`config.mk`:
```
export PLATFORM = sky130hd
export DESIGN_NAME = johnson_phase_monitor
export DESIGN_NICKNAME = d
export VERILOG_FILES = /design/src/rtl/johnson_pkg.sv /design/src/rtl/johnson_code2phase.sv /design/src/rtl/johnson_phase_monitor.sv
export SDC_FILE = /design/constraint.sdc
export NUM_CORES = 1
export LEC_CHECK = 0
export ABC_AREA = 1
export CAP_MARGIN = 20
export CORE_MARGIN = 4
export CORE_UTILIZATION = 48
export CTS_BUF_LIST = sky130_fd_sc_hd__clkbuf_8
export DETAILED_ROUTE_END_ITERATION = 12
export GPL_TIMING_DRIVEN = 0
export PLACE_DENSITY = 0.89
export SLEW_MARGIN = 20
export SYNTH_ARGS = -nofsm -noshare
export SYNTH_HDL_FRONTEND = slang
export SYNTH_SLANG_ARGS = --single-unit
```
`constraint.sdc`:
```
create_clock -name clk -period 2.2 [get_ports clk]
set_clock_uncertainty 0.15 [all_clocks]
set_input_delay 0.44 -clock clk [delete_from_list [all_inputs] [get_ports clk]]
set_output_delay 0.44 -clock clk [all_outputs]
set_load 0.03 [all_outputs]
```
`src/rtl/johnson_pkg.sv`:
```
// Shared definitions for the Johnson phase monitor.
// Holds the Johnson counter width, phase count, FSM state type, decoder
// result struct and a helper that returns the legal code for a phase index.
package johnson_pkg;

  localparam int JW     = 8;
  localparam int NPHASE = 16;
  localparam int PH_W   = $clog2(NPHASE);

  typedef enum logic {
    SYNC  = 1'b0,
    TRACK = 1'b1
  } state_t;

  // Decoder result: legal flag plus phase index (index is 0 when illegal).
  typedef struct packed {
    logic            legal;
    logic [PH_W-1:0] idx;
  } code_t;

  // Phases 0..JW fill ones from the LSB side. Phases JW+1..2*JW-1 shift
  // zeros in from the LSB side.
  function automatic logic [JW-1:0] johnson_code(input int k);
    logic [JW-1:0] ones;
    ones = '1;
    if (k <= JW) return ones >> (JW - k);
    else         return ones << (k - JW);
  endfunction

endpackage

```
`src/rtl/johnson_code2phase.sv`:
```
// Combinational Johnson code decoder.
// Ports:
//   q_in  : JW-bit code from the upstream Johnson counter
//   code  : {legal, idx} -- legal=1 when q_in is one of the NPHASE codes
import johnson_pkg::*;

module johnson_code2phase (
  input  logic [JW-1:0] q_in,
  output code_t         code
);

  logic [NPHASE-1:0] w_hit;

  genvar k;
  generate
    for (k = 0; k < NPHASE; k++) begin : g_cmp
      assign w_hit[k] = (q_in == johnson_code(k));
    end
  endgenerate

  // Johnson codes are distinct, so at most one bit of w_hit is set.
  always_comb begin
    code = '0;
    for (int i = 0; i < NPHASE; i++) begin
      if (w_hit[i]) begin
        code.legal = 1'b1;
        code.idx   = PH_W'(i);
      end
    end
  end

endmodule

```
`src/rtl/johnson_phase_monitor.sv`:
```
// Johnson counter phase monitor.
// Locks onto the upstream Johnson count, tracks phase, flags illegal codes
// and illegal steps, and optionally counts completed revolutions.
// Configuration macro: JOHNSON_REV_CNT_EN -- when defined, rev_pulse and
// rev_cnt are implemented; when undefined both are tied to 0.
// Ports:
//   clk        : clock, rising edge
//   rst        : async active-low reset
//   q_in       : Johnson code input, sampled every edge
//   clr_err    : synchronous clear of err_sticky (a new error wins)
//   phase      : registered phase index
//   phase_oh   : one-hot of phase, zero when not valid
//   valid      : locked (TRACK)
//   step_err   : one-cycle pulse on illegal code / illegal step while locked
//   err_sticky : latched step_err
//   rev_pulse  : one-cycle pulse on 15->0 advance
//   rev_cnt    : completed revolutions, wraps silently
import johnson_pkg::*;

module johnson_phase_monitor #(
  parameter int CNT_W = 8
) (
  input  logic              clk,
  input  logic              rst,
  input  logic [JW-1:0]     q_in,
  input  logic              clr_err,
  output logic [PH_W-1:0]   phase,
  output logic [NPHASE-1:0] phase_oh,
  output logic              valid,
  output logic              step_err,
  output logic              err_sticky,
  output logic              rev_pulse,
  output logic [CNT_W-1:0]  rev_cnt
);

  code_t             w_code;
  state_t            r_state, w_state_nxt;
  logic [PH_W-1:0]   r_phase, w_phase_nxt, w_phase_inc;
  logic [NPHASE-1:0] r_phase_oh, w_oh_nxt;
  logic              r_step_err, w_step_err_nxt;
  logic              r_err_sticky, w_sticky_nxt;

  johnson_code2phase u_dec (
    .q_in (q_in),
    .code (w_code)
  );

  assign w_phase_inc = r_phase + PH_W'(1);

  // State register
  always_ff @(posedge clk or negedge rst) begin
    if (!rst) r_state <= SYNC;
    else      r_state <= w_state_nxt;
  end

  // Next-state logic
  always_comb begin
    w_state_nxt = r_state;
    case (r_state)
      SYNC:    if (w_code.legal)  w_state_nxt = TRACK;
      TRACK:   if (!w_code.legal) w_state_nxt = SYNC;
      default: w_state_nxt = SYNC;
    endcase
  end

  // Output logic (next values of the registered outputs)
  always_comb begin
    w_phase_nxt    = r_phase;
    w_step_err_nxt = 1'b0;
    case (r_state)
      SYNC: begin
        // Illegal codes while unlocked are not errors: we are still searching.
        w_phase_nxt = w_code.legal ? w_code.idx : '0;
      end
      TRACK: begin
        if (!w_code.legal) begin
          w_step_err_nxt = 1'b1;
          w_phase_nxt    = '0;
        end else if (w_code.idx != r_phase) begin
          // Anything but hold or +1 is a skip/reverse: resync to the code.
          w_step_err_nxt = (w_code.idx != w_phase_inc);
          w_phase_nxt    = w_code.idx;
        end
      end
      default: w_phase_nxt = '0;
    endcase
    w_oh_nxt     = (w_state_nxt == TRACK) ? (NPHASE'(1) << w_phase_nxt) : '0;
    w_sticky_nxt = w_step_err_nxt ? 1'b1 : (clr_err ? 1'b0 : r_err_sticky);
  end

  always_ff @(posedge clk or negedge rst) begin
    if (!rst) begin
      r_phase      <= '0;
      r_phase_oh   <= '0;
      r_step_err   <= 1'b0;
      r_err_sticky <= 1'b0;
    end else begin
      r_phase      <= w_phase_nxt;
      r_phase_oh   <= w_oh_nxt;
      r_step_err   <= w_step_err_nxt;
      r_err_sticky <= w_sticky_nxt;
    end
  end

  assign phase      = r_phase;
  assign phase_oh   = r_phase_oh;
  assign valid      = (r_state == TRACK);
  assign step_err   = r_step_err;
  assign err_sticky = r_err_sticky;

`ifdef JOHNSON_REV_CNT_EN
  logic             w_rev_nxt;
  logic             r_rev_pulse;
  logic [CNT_W-1:0] r_rev_cnt;

  // Only a legal +1 step from the last phase completes a revolution; a
  // relock at phase 0 from SYNC or a skip to 0 does not.
  assign w_rev_nxt = (r_state == TRACK) && w_code.legal &&
                     (r_phase == PH_W'(NPHASE-1)) && (w_code.idx == '0);

  always_ff @(posedge clk or negedge rst) begin
    if (!rst) begin
      r_rev_pulse <= 1'b0;
      r_rev_cnt   <= '0;
    end else begin
      r_rev_pulse <= w_rev_nxt;
      if (w_rev_nxt) r_rev_cnt <= r_rev_cnt + CNT_W'(1);
    end
  end

  assign rev_pulse = r_rev_pulse;
  assign rev_cnt   = r_rev_cnt;
`else
  assign rev_pulse = 1'b0;
  assign rev_cnt   = '0;
`endif

endmodule

```
==> results.md <==
- Post-DP Area: 1760 um^2
- Max incr delay on CP: 0.71 ns
- Routed via count: roughly 1200
- Net Switching: approximately 0.00024 W
- Synth Warn #: 0
- Hold WC Path Type: input port to async pin
- MaxCap Viol Count: 0
- Fill cells: approximately 210
- Peak supply drop: 0.000332 V
- FMAX: between 0.4 and 0.5 GHz
- DP HPWL: 2070 um
- GPL Wtd Cong: 0.874
- Finish-stage setup viols: 0
- Vias in the first global route: 1031
- Final hold viol count: 23
- Drc violations: 0
- Fin util: 68.2%
- Hold-fix buffers at CTS: 0
- Arr. time, crit path: 1.43 ns
- Htree depth: 1
- Synthesis-to-layout area growth: 37.1%
- Ant diodes: 0
- Avg WL per Cell: 11.2 um
- Clock-pin slew on the worst setup and hold paths: 0.08 ns
- Sw Ratio: 27.9%
- Status: complete, but fails checks
- Critical-path cell list: clkdlybuf4s50_1
- DR iter-0 viols: 29
- Clock sinks: 23
- Final period utilization: roughly 92%
- Power Density: 454 nW/um^2
- Mapped Area: 1360 um^2
- Failing checks: hold timing
- Crit. End Element: output pin
- Gate power share: 19.0%
- TritonCTS buffer count: 3
- CP Launch Type: flop
- Core Footprint: 2730 um^2
- #FFs+latches synth: 23
- Initial Utilization: 49.7%
- Final hold slack: -0.0124 ns
- Die ar.: 3750 um^2
- Die X: a little over 60 um
- Total gr overflow: 0
- Vias per inst: 4.82
- Leak Pwr: 1.07 nW
- Clock Power Share: 30.0%
- Final ANT Viol Nets: 0
- Nets: approximately 230
- Unrepaired setup endpoints after global routing: false
- Crit Path Class: flop to output pin
- Clock buffer depth: 2
- Post-synthesis sequential area ratio: 42.3%
- Tot GR Track Use: 14.9%
- Buf+Inv Stages, Crit Path: 1
- CP max FO: 6
- Min cycle time layout: 2.02 ns
- Largest net degree at the start of global routing: 24
- Antenna violations before repair: 0
- Slowest stage cell, crit path: clkdlybuf4s50_1
- Cell area after layout: roughly 1900 um^2
- Worst endpoint required time: 1.61 ns
- PortBufs: 33
- Detailed Route WL: 2730 um
- Top delay family on crit path: buffers and inverters
- Initial DRT Pass Iterations: 4
- I/O pins: 43
- Layout cells sized above 1: 26.3%
- Row count: 19
- Max-slew violation count: 0
- Flop pwr share: 51.0%
- Synthesized area per cell: 8.24 um^2
- Die H: 61.2 um
- Unique masters post-synth: 25
- Synthesized instance count: 165
- Global-route wire length before repair: ~4200 um
- P_int: 0.000611 W
- CTS tree: built
- Root buf cell: clkbuf_8
- Skew-Pair Late Insertion Delay: 0.26 ns
[power by group through the flow]
stage / Combinational (W) / Clock [W] / Sequential [W]
after CTS: 0.000159 / 0.000263 / 0.000432
after detailed placement: 0.000158 / 0 / 0.000440
final: 0.000161 / 0.000254 / 0.000432
after floorplan: 0.0000910 / 0 / 0.000451
after global placement: 0.000156 / 0 / 0.000440
after global routing: 0.000179 / 0.000278 / 0.000433
[area by class of cell]
type / count / area [um^2] / share of cell area (%)
Sequential cell: 23 / 576 / 30.9
Multi-Input combinational cell: 115 / 674 / 36.2
Clock buffer: 3 / 41.3 / 2.21
Tap cell: 31 / 38.8 / 2.08
Clock inverter: 1 / 5.00 / 0.268
Timing Repair Buffer: 36 / 364 / 19.5
Buffer: 9 / 67.6 / 3.62
Inverter: 26 / 97.6 / 5.23
[metal layers]
metal  share of wire [%]  routed length, um  track usage [%]  vias up
li1                    -                  -                -      595
met1                  41               1110             18.4      542
met2                  52               1420             26.4       34
met3                 6.1                166             1.89        4
met4                 1.3                 36             5.26        0
met5                   0                  0                0        -
[cells in the mapped netlist, drive strengths merged]
cell type	number	area, um^2
a21oi	1	5.00
buf	9	67.6
conb	1	3.75
dfrtp	23	576
ha	1	12.5
inv	26	97.6
nand2	46	225
nand3	10	77.6
nand4	8	50.1
nor2	27	155
nor3	1	5.00
nor3b	1	7.51
nor4	5	31.3
o21ai	2	13.8
or2	1	6.26
xor2	3	26.3
[path summary, 6_finish.rpt]
check / from / to / slack, ns / depth (start not counted)
max reg2reg: phase[0]$_DFF_PN0_ / err_sticky$_DFFE_PN0P_ / 0.51 / 11
max in group asynchronous: rst / phase[0]$_DFF_PN0_ / 1.58 / 1
min: rst / phase_oh[2]$_DFF_PN0_ / -0.01 / 1
max: phase[0]$_DFF_PN0_ / phase[0] / 0.18 / 1
min in group clk: q_in[3] / phase_oh[3]$_DFF_PN0_ / 0.29 / 2
min reg2reg: err_sticky$_DFFE_PN0P_ / err_sticky$_DFFE_PN0P_ / 0.34 / 2
[flip-flops by register name (all words and copies together), names as in the netlist]
name and count:
phase_oh 16, err_sticky 1, valid 1, step_err 1
phase 4
[through the flow]
step | setup slack, ns | power [W] | TNS [ns] | cells
2_1_floorplan | 0.449 | 0.000542 | 0 | 173
3_3_place_gp | -0.266 | 0.000596 | -0.623 | 237
3_5_place_dp | -0.293 | 0.000598 | -0.731 | 237
4_1_cts | 0.0103 | 0.000854 | 0 | 242
5_1_grt | 0.0246 | 0.000890 | 0 | 244
6_report | 0.176 | 0.000847 | 0 | 244
[cell families (layout without fill, tap and decap cells)]
| kind of cell | count (synthesis) | in the layout | synth area share, % |
|---|---|---|---|
| AND/OR/NAND/NOR | 99 | 99 | 41.0 |
| other | 1 | 9 | 0.276 |
| flip-flops | 23 | 23 | 42.3 |
| adder cells (fa/ha/maj) | 1 | 1 | 0.920 |
| XOR/XNOR | 3 | 3 | 1.93 |
| AO/OA/AOI/OAI | 3 | 3 | 1.38 |
| buffers and inverters | 35 | 75 | 12.1 |
[cell usage in the layout (no fill, tap or decap)]
cell type and count:
dlygate4sd2_1 1, nor3b_1 1, nor2_2 6, nand3_4 2, clkdlybuf4s50_1 24, buf_4 12, conb_1 9, xor2_1 3
a21oi_1 1, inv_1 18, nand3_2 2, nand4_1 8, o21ai_4 1, nor2_4 4, dlymetal6s2s_1 7, nand3_1 6
nor4_1 5, ha_1 1, clkbuf_8 3, buf_2 1, nand2_2 10, nand2_4 4, nor2_1 16, nor2_8 1
clkinv_2 1, o21ai_0 1, nand2_1 32, inv_2 8, or2_2 1, nor3_1 1, dfrtp_1 23
[repair_timing]
item | CTS | global route
pin swaps | 1 | 3
setup endpoints to repair | 2 | 2
gates resized for setup | 2 | 11
setup buffers | 1 | 2
endpoints found under the hold margin | 0 | 0
(Power assumes the default switching activity.)
